--- src/rtl/simple_comp_arbiter_if.sv ---
// Bundle between two requesters, the shared simple_comp datapath and the
// response consumer.
//   req0_* / req1_* : valid/ready request with 16-bit operand triple a, b, c
//   comp_a/b/c      : operands issued to the datapath, comp_d_in its result
//   rsp_*           : one-cycle response pulse (result + owning requester)
//   drain/drained   : stop-issue request and pipeline-empty indication
// Modports: master = requester/datapath side, slave = arbiter.
interface simple_comp_arbiter_if;
  localparam int unsigned DATA_W = 16;

  logic              req0_valid;
  logic [DATA_W-1:0] req0_a;
  logic [DATA_W-1:0] req0_b;
  logic [DATA_W-1:0] req0_c;
  logic              req0_ready;

  logic              req1_valid;
  logic [DATA_W-1:0] req1_a;
  logic [DATA_W-1:0] req1_b;
  logic [DATA_W-1:0] req1_c;
  logic              req1_ready;

  logic [DATA_W-1:0] comp_a;
  logic [DATA_W-1:0] comp_b;
  logic [DATA_W-1:0] comp_c;
  logic [DATA_W-1:0] comp_d_in;

  logic              rsp_valid;
  logic              rsp_id;
  logic [DATA_W-1:0] rsp_data;

  logic              drain;
  logic              drained;

  modport master (
    output req0_valid, req0_a, req0_b, req0_c,
    input  req0_ready,
    output req1_valid, req1_a, req1_b, req1_c,
    input  req1_ready,
    input  comp_a, comp_b, comp_c,
    output comp_d_in,
    input  rsp_valid, rsp_id, rsp_data,
    output drain,
    input  drained
  );

  modport slave (
    input  req0_valid, req0_a, req0_b, req0_c,
    output req0_ready,
    input  req1_valid, req1_a, req1_b, req1_c,
    output req1_ready,
    output comp_a, comp_b, comp_c,
    input  comp_d_in,
    output rsp_valid, rsp_id, rsp_data,
    input  drain,
    output drained
  );
endinterface

--- src/rtl/simple_comp_arbiter.sv ---
// Two-requester arbiter in front of a shared, fixed-latency simple_comp
// datapath. Accepted operands are issued for one cycle on comp_a/b/c; a
// valid+ID tag follows the datapath latency and the result returns on
// rsp_* COMP_LAT+1 cycles after acceptance.
//   clock   : sole clock, rising edge
//   rst     : synchronous active-high reset
//   bus     : simple_comp_arbiter_if.slave (requests, datapath, response,
//             drain/drained)
// Parameter COMP_LAT (1..8): cycles from comp_a/b/c to valid comp_d_in.
// Macro SIMPLE_COMP_ARB_RR_EN: round-robin arbitration on contention;
// when undefined, requester 0 has fixed priority.
module simple_comp_arbiter #(
  parameter int unsigned COMP_LAT = 2
) (
  input logic              clock,
  input logic              rst,
  simple_comp_arbiter_if.slave bus
);
  localparam int unsigned DATA_W = 16;

  typedef enum logic [1:0] {
    ST_RUN     = 2'd0,
    ST_DRAIN   = 2'd1,
    ST_DRAINED = 2'd2
  } state_t;

  state_t              state;
  logic                grant0_c;
  logic                grant1_c;
  logic                pipe_empty_c;

  // Issue stage: tag for the operands currently on comp_a/b/c
  logic                iss_vld;
  logic                iss_id;

  // Tag pipeline tracking the datapath latency
  logic [COMP_LAT-1:0] tag_vld;
  logic [COMP_LAT-1:0] tag_id;
  logic [COMP_LAT:0]   tag_vld_sh_c;
  logic [COMP_LAT:0]   tag_id_sh_c;

  logic [DATA_W-1:0]   comp_a_q;
  logic [DATA_W-1:0]   comp_b_q;
  logic [DATA_W-1:0]   comp_c_q;
  logic                rsp_valid_q;
  logic                rsp_id_q;
  logic [DATA_W-1:0]   rsp_data_q;
  logic                drained_q;

`ifdef SIMPLE_COMP_ARB_RR_EN
  // Requester favoured on the next contention
  logic                rr_ptr;
`endif

  // Grant: only in RUN, and a same-edge drain blocks acceptance
  always_comb begin
    grant0_c = 1'b0;
    grant1_c = 1'b0;
    if (!rst && (state == ST_RUN) && !bus.drain) begin
`ifdef SIMPLE_COMP_ARB_RR_EN
      if (bus.req0_valid && bus.req1_valid) begin
        grant0_c = !rr_ptr;
        grant1_c = rr_ptr;
      end else begin
        grant0_c = bus.req0_valid;
        grant1_c = bus.req1_valid;
      end
`else
      grant0_c = bus.req0_valid;
      grant1_c = bus.req1_valid && !bus.req0_valid;
`endif
    end
  end

  // Bit COMP_LAT of the shifted view is the tag leaving the pipeline
  assign tag_vld_sh_c = {tag_vld, iss_vld};
  assign tag_id_sh_c  = {tag_id, iss_id};
  assign pipe_empty_c = !iss_vld && (tag_vld == '0);

  // Datapath issue, tag tracking, response capture and drain FSM
  always_ff @(posedge clock) begin
    if (rst) begin
      state       <= ST_RUN;
      iss_vld     <= 1'b0;
      iss_id      <= 1'b0;
      tag_vld     <= '0;
      tag_id      <= '0;
      comp_a_q    <= '0;
      comp_b_q    <= '0;
      comp_c_q    <= '0;
      rsp_valid_q <= 1'b0;
      rsp_id_q    <= 1'b0;
      rsp_data_q  <= '0;
      drained_q   <= 1'b0;
`ifdef SIMPLE_COMP_ARB_RR_EN
      rr_ptr      <= 1'b0;
`endif
    end else begin
      iss_vld <= grant0_c || grant1_c;
      iss_id  <= grant1_c;

      // Operands live for exactly one cycle; zero when nothing issues
      if (grant0_c) begin
        comp_a_q <= bus.req0_a;
        comp_b_q <= bus.req0_b;
        comp_c_q <= bus.req0_c;
      end else if (grant1_c) begin
        comp_a_q <= bus.req1_a;
        comp_b_q <= bus.req1_b;
        comp_c_q <= bus.req1_c;
      end else begin
        comp_a_q <= '0;
        comp_b_q <= '0;
        comp_c_q <= '0;
      end

      tag_vld <= tag_vld_sh_c[COMP_LAT-1:0];
      tag_id  <= tag_id_sh_c[COMP_LAT-1:0];

      rsp_valid_q <= tag_vld_sh_c[COMP_LAT];
      if (tag_vld_sh_c[COMP_LAT]) begin
        rsp_id_q   <= tag_id_sh_c[COMP_LAT];
        rsp_data_q <= bus.comp_d_in;
      end

`ifdef SIMPLE_COMP_ARB_RR_EN
      if (grant0_c) begin
        rr_ptr <= 1'b1;
      end else if (grant1_c) begin
        rr_ptr <= 1'b0;
      end
`endif

      case (state)
        ST_RUN: begin
          drained_q <= 1'b0;
          if (bus.drain) begin
            state <= ST_DRAIN;
          end
        end
        ST_DRAIN: begin
          if (!bus.drain) begin
            state     <= ST_RUN;
            drained_q <= 1'b0;
          end else if (pipe_empty_c) begin
            state     <= ST_DRAINED;
            drained_q <= 1'b1;
          end
        end
        ST_DRAINED: begin
          if (!bus.drain) begin
            state     <= ST_RUN;
            drained_q <= 1'b0;
          end
        end
        default: begin
          state     <= ST_RUN;
          drained_q <= 1'b0;
        end
      endcase
    end
  end

  assign bus.req0_ready = grant0_c;
  assign bus.req1_ready = grant1_c;
  assign bus.comp_a     = comp_a_q;
  assign bus.comp_b     = comp_b_q;
  assign bus.comp_c     = comp_c_q;
  assign bus.rsp_valid  = rsp_valid_q;
  assign bus.rsp_id     = rsp_id_q;
  assign bus.rsp_data   = rsp_data_q;
  assign bus.drained    = drained_q;
endmodule

--- src/flat_wrapper.sv ---
// flat-port wrapper written by rule: the top's interface ports become plain ports
module simple_comp_arbiter_flat 
#(
  parameter int unsigned COMP_LAT = 2
)
  (clock, rst, bus_req0_valid, bus_req0_a, bus_req0_b, bus_req0_c, bus_req0_ready, bus_req1_valid, bus_req1_a, bus_req1_b, bus_req1_c, bus_req1_ready, bus_comp_a, bus_comp_b, bus_comp_c, bus_comp_d_in, bus_rsp_valid, bus_rsp_id, bus_rsp_data, bus_drain, bus_drained);
  simple_comp_arbiter_if bus_i ();
  input logic clock;
  input logic rst;
  input wire logic [$bits(bus_i.req0_valid)-1:0] bus_req0_valid;
  input wire logic [$bits(bus_i.req0_a)-1:0] bus_req0_a;
  input wire logic [$bits(bus_i.req0_b)-1:0] bus_req0_b;
  input wire logic [$bits(bus_i.req0_c)-1:0] bus_req0_c;
  output wire logic [$bits(bus_i.req0_ready)-1:0] bus_req0_ready;
  input wire logic [$bits(bus_i.req1_valid)-1:0] bus_req1_valid;
  input wire logic [$bits(bus_i.req1_a)-1:0] bus_req1_a;
  input wire logic [$bits(bus_i.req1_b)-1:0] bus_req1_b;
  input wire logic [$bits(bus_i.req1_c)-1:0] bus_req1_c;
  output wire logic [$bits(bus_i.req1_ready)-1:0] bus_req1_ready;
  output wire logic [$bits(bus_i.comp_a)-1:0] bus_comp_a;
  output wire logic [$bits(bus_i.comp_b)-1:0] bus_comp_b;
  output wire logic [$bits(bus_i.comp_c)-1:0] bus_comp_c;
  input wire logic [$bits(bus_i.comp_d_in)-1:0] bus_comp_d_in;
  output wire logic [$bits(bus_i.rsp_valid)-1:0] bus_rsp_valid;
  output wire logic [$bits(bus_i.rsp_id)-1:0] bus_rsp_id;
  output wire logic [$bits(bus_i.rsp_data)-1:0] bus_rsp_data;
  input wire logic [$bits(bus_i.drain)-1:0] bus_drain;
  output wire logic [$bits(bus_i.drained)-1:0] bus_drained;
  assign bus_i.req0_valid = bus_req0_valid;
  assign bus_i.req0_a = bus_req0_a;
  assign bus_i.req0_b = bus_req0_b;
  assign bus_i.req0_c = bus_req0_c;
  assign bus_req0_ready = bus_i.req0_ready;
  assign bus_i.req1_valid = bus_req1_valid;
  assign bus_i.req1_a = bus_req1_a;
  assign bus_i.req1_b = bus_req1_b;
  assign bus_i.req1_c = bus_req1_c;
  assign bus_req1_ready = bus_i.req1_ready;
  assign bus_comp_a = bus_i.comp_a;
  assign bus_comp_b = bus_i.comp_b;
  assign bus_comp_c = bus_i.comp_c;
  assign bus_i.comp_d_in = bus_comp_d_in;
  assign bus_rsp_valid = bus_i.rsp_valid;
  assign bus_rsp_id = bus_i.rsp_id;
  assign bus_rsp_data = bus_i.rsp_data;
  assign bus_i.drain = bus_drain;
  assign bus_drained = bus_i.drained;
  simple_comp_arbiter #(.COMP_LAT(COMP_LAT)) u_core (.clock(clock), .rst(rst), .bus(bus_i));
endmodule
--- config.mk ---
export PLATFORM = sky130hd
export DESIGN_NAME = simple_comp_arbiter_flat
export DESIGN_NICKNAME = d
export VERILOG_FILES = /design/src/rtl/simple_comp_arbiter_if.sv /design/src/rtl/simple_comp_arbiter.sv /design/src/flat_wrapper.sv
export SDC_FILE = /design/constraint.sdc
export NUM_CORES = 1
export LEC_CHECK = 0
export CELL_PAD_IN_SITES_DETAIL_PLACEMENT = 0
export CELL_PAD_IN_SITES_GLOBAL_PLACEMENT = 2
export CORE_ASPECT_RATIO = 1.75
export CORE_MARGIN = 4
export CORE_UTILIZATION = 20
export DETAILED_ROUTE_END_ITERATION = 7
export GPL_TIMING_DRIVEN = 0
export PLACE_DENSITY = 0.93
export SYNTH_ARGS = -nofsm -noshare
export SYNTH_HDL_FRONTEND = slang
export SYNTH_SLANG_ARGS = --single-unit
--- constraint.sdc ---
create_clock -name clock -period 4.9 [get_ports clock]
set_input_delay 1.47 -clock clock [delete_from_list [all_inputs] [get_ports clock]]
set_output_delay 1.47 -clock clock [all_outputs]
set_load 0.05 [all_outputs]
==> out/summary.txt <==
Outcome - complete, no violations
PwrDens - 330.0 nW/um^2
Post-Syn Area per Cell - 12.71 sq um
Fraction of layout cells with a size suffix above 1 - 8.163%
Io pins - 186
Pint - 1222 uW
# diodes - 0
Syn nets - 309
CP Class - in -> out
Synth Cell Area - 2441 sq um
Initial cell density of the core - 20.34%
Register area share after synthesis - 61.51%
Synthesized flop and latch total - 75
H-tree levels - 3
Via density - 4.025
R2R cell count - 5
Nets - 505
Final total power - 1588 uW
RSZ-0062 raised after global routing - false
CP required - 3430 ps
Path type of the worst min-delay path - reg -> reg
Total Routing Usage GR - 11.48%
Dpl hpwl - 6603 microns
Max Root-Sink Buffers - 2
Initial antenna violation count - 0
Drt pass-1 iters - 4
WL/cell - 14.64 microns
Kind of cell adding the most delay to the critical path - buffers and inverters
Total negative setup slack - 0 ps
Vias in the first global route - 2364
Crit. path cell count - 6
Synthesis warning total - 0
Total Wirelength - 8154 microns
Period utilization - 97.59%
CP Buf/Inv Count - 4
CTS sink cnt - 75
Crit path arrival time - 3310 ps
CP Capture Type - primary output
Post-synth cell types - 21
Cts hold-fix bufs - 0
Finished Cell Area - 4813 sq um
Crit Path Max Fanout - 10
Clk pwr share - 44.5%
CP startpoint kind - input pin
Gr ovfl total - 0
First-pass GRT wire length - 12270 microns
Pin count of the biggest net entering global routing - 13
Fin. Hold Viols - 0
Die area - 14110 sq um
Maximum VDD drop - 0.0001580 V
Clock buffer count from CTS - 9
Seq pwr share - 40.1%
Die W - 91.52 microns
Slowest CP cell - dlygate4sd2_1
Logic pwr share - 15.4%
Worst-margin pin slew - 570.6 ps
Post-route DRC - 0
Setup-failing EPs final - 0
Worst path cell trace - clkdlybuf4s50_1 > nor4_2 > and3b_1 > buf_6 > buf_8 > dlygate4sd2_1
Hold slack - 440.3 ps
Routability Congestion - 0.7627
Synthesis-to-layout area growth - 97.18%
Clock skew - 5.220 ps
Synth Instances - 192
Clock-pin slew on the worst setup and hold paths - 50 ps
Core ar. - 12000 sq um
Worst Hold Depth - 1
Rel. slew slack - 61.84%
DRT iter0 DRCs - 53
Max incr delay on CP - 530 ps
CTS tree - built
Port Buffer Count - 185
Clock latency on the worst-skew pair - 330 ps
Root Buffer - clkbuf_16
Max-cap violations - 0
Area after DPL - 4499 sq um
DR vias - 2242
Remaining antenna violation count after routing - 0
Layout filler cell count - 1210
Fin. max-slew vios - 0
Switch Pwr - 366.9 uW
Switching Share - 23.10%
Lkg Pwr - 0.001826 uW
Row cnt - 53
Fmax achieved - 209.1 MHz
Min Clock Period, post-route - 4782 ps
Die height - 154.2 microns
## placed cells by master, fill, tap and decap left out, drive strengths merged, types with 5 or more instances in the layout
master,count
nor2b,5
dfxtp,75
nor2,18
clkdlybuf4s50,183
mux2i,18
a22o,48
clkbuf,13
buf,14
## state kept, by name, indices dropped and copies added, names as in the netlist
register and cells:
u_core.bus.rsp_valid 1, u_core.bus.comp_b 16, u_core.bus.comp_c 16, u_core.bus.rsp_id 1
u_core.bus.rsp_data 16, u_core.bus.drained 1, u_core.state 2, u_core.bus.comp_a 16
u_core.iss_id 1, u_core.tag_vld 2, u_core.iss_vld 1, u_core.tag_id 2
## routing by layer
layer / GRT usage (%) / routed length, microns / vias up / share of wire (%)
li1: - / - / 1080 / -
met1: 10.46 / 2704 / 1038 / 33
met2: 20.75 / 4448 / 110 / 55
met3: 4.993 / 773 / 14 / 9.5
met4: 6.619 / 228 / 0 / 2.8
met5: 0 / 0 / - / 0
## cell usage after synthesis (all sizes together)
library cell / count / area, sq um
dfxtp: 75 / 1501
a22o: 48 / 420.4
mux2i: 18 / 180.2
nor2: 18 / 67.56
buf: 14 / 143.9
nor2b: 5 / 31.28
and3b: 2 / 18.77
clkbuf: 2 / 7.510
nor3: 2 / 10.01
a211oi: 1 / 7.510
a21boi: 1 / 7.510
and2: 1 / 7.510
inv: 1 / 3.750
nand2b: 1 / 6.260
nor4: 1 / 12.51
nor4b: 1 / 8.760
or2: 1 / 6.260
## area by class of cell
cell class | count | area [sq um] | area share (%)
buffer | 16 | 151.4 | 3.145
clock buffer | 11 | 242.7 | 5.043
sequential | 75 | 1501 | 31.19
multi-input combinational | 100 | 784.5 | 16.30
inverter | 1 | 3.754 | 0.07798
timing repair buffer | 185 | 1849 | 38.42
tap | 165 | 206.4 | 4.289
clock inverter | 4 | 73.82 | 1.534
## worst paths after layout
path	startpoint	to	slack [ps]
worst max register to register	u_core.state[1]	u_core.bus.comp_a[2]	3450
worst min register to register	u_core.iss_id	u_core.tag_id[0]	440
worst min-delay path	u_core.iss_id	u_core.tag_id[0]	440
worst max-delay path	rst	bus_req1_ready	120
## timing repair
item	4_1_cts	5_1_grt
resized for setup	2	0
setup buffers	0	0
endpoints found under the setup margin	2	0
hold endpoints to repair	0	0
## worst register-to-register path, delay by kind of cell (launching register included)
family,cells,cell delay [ps]
compound gates,1,160
buf+inv,2,300
flops,1,350
simple gates,2,600
## logic make-up after synthesis
kind of cell / after synthesis / share of synthesized area, %
AO/OA/AOI/OAI: 50 / 17.84
buffers and inverters: 17 / 6.355
flip-flops: 75 / 61.51
multiplexers: 18 / 7.381
AND/OR/NAND/NOR: 32 / 6.920
## power groups by stage
stage	clock network (uW)	logic [uW]	registers, uW
global placement	0	244	650
detailed placement	0	246	651
CTS	727	247	637
floorplan	0	39.5	715
global route	756	256	639
finish	707	244	637
## per-stage QoR
stage	std cells	util, %	worst slack [ps]
final	557	40.10	118.2
after CTS	557	40.10	87.48
after global placement	542	37.49	-178.9
after global routing	557	40.10	10.23
after detailed placement	542	37.49	-159.0
after floorplan	192	-	1225
Note: power is estimated with default switching activity, not from simulation.
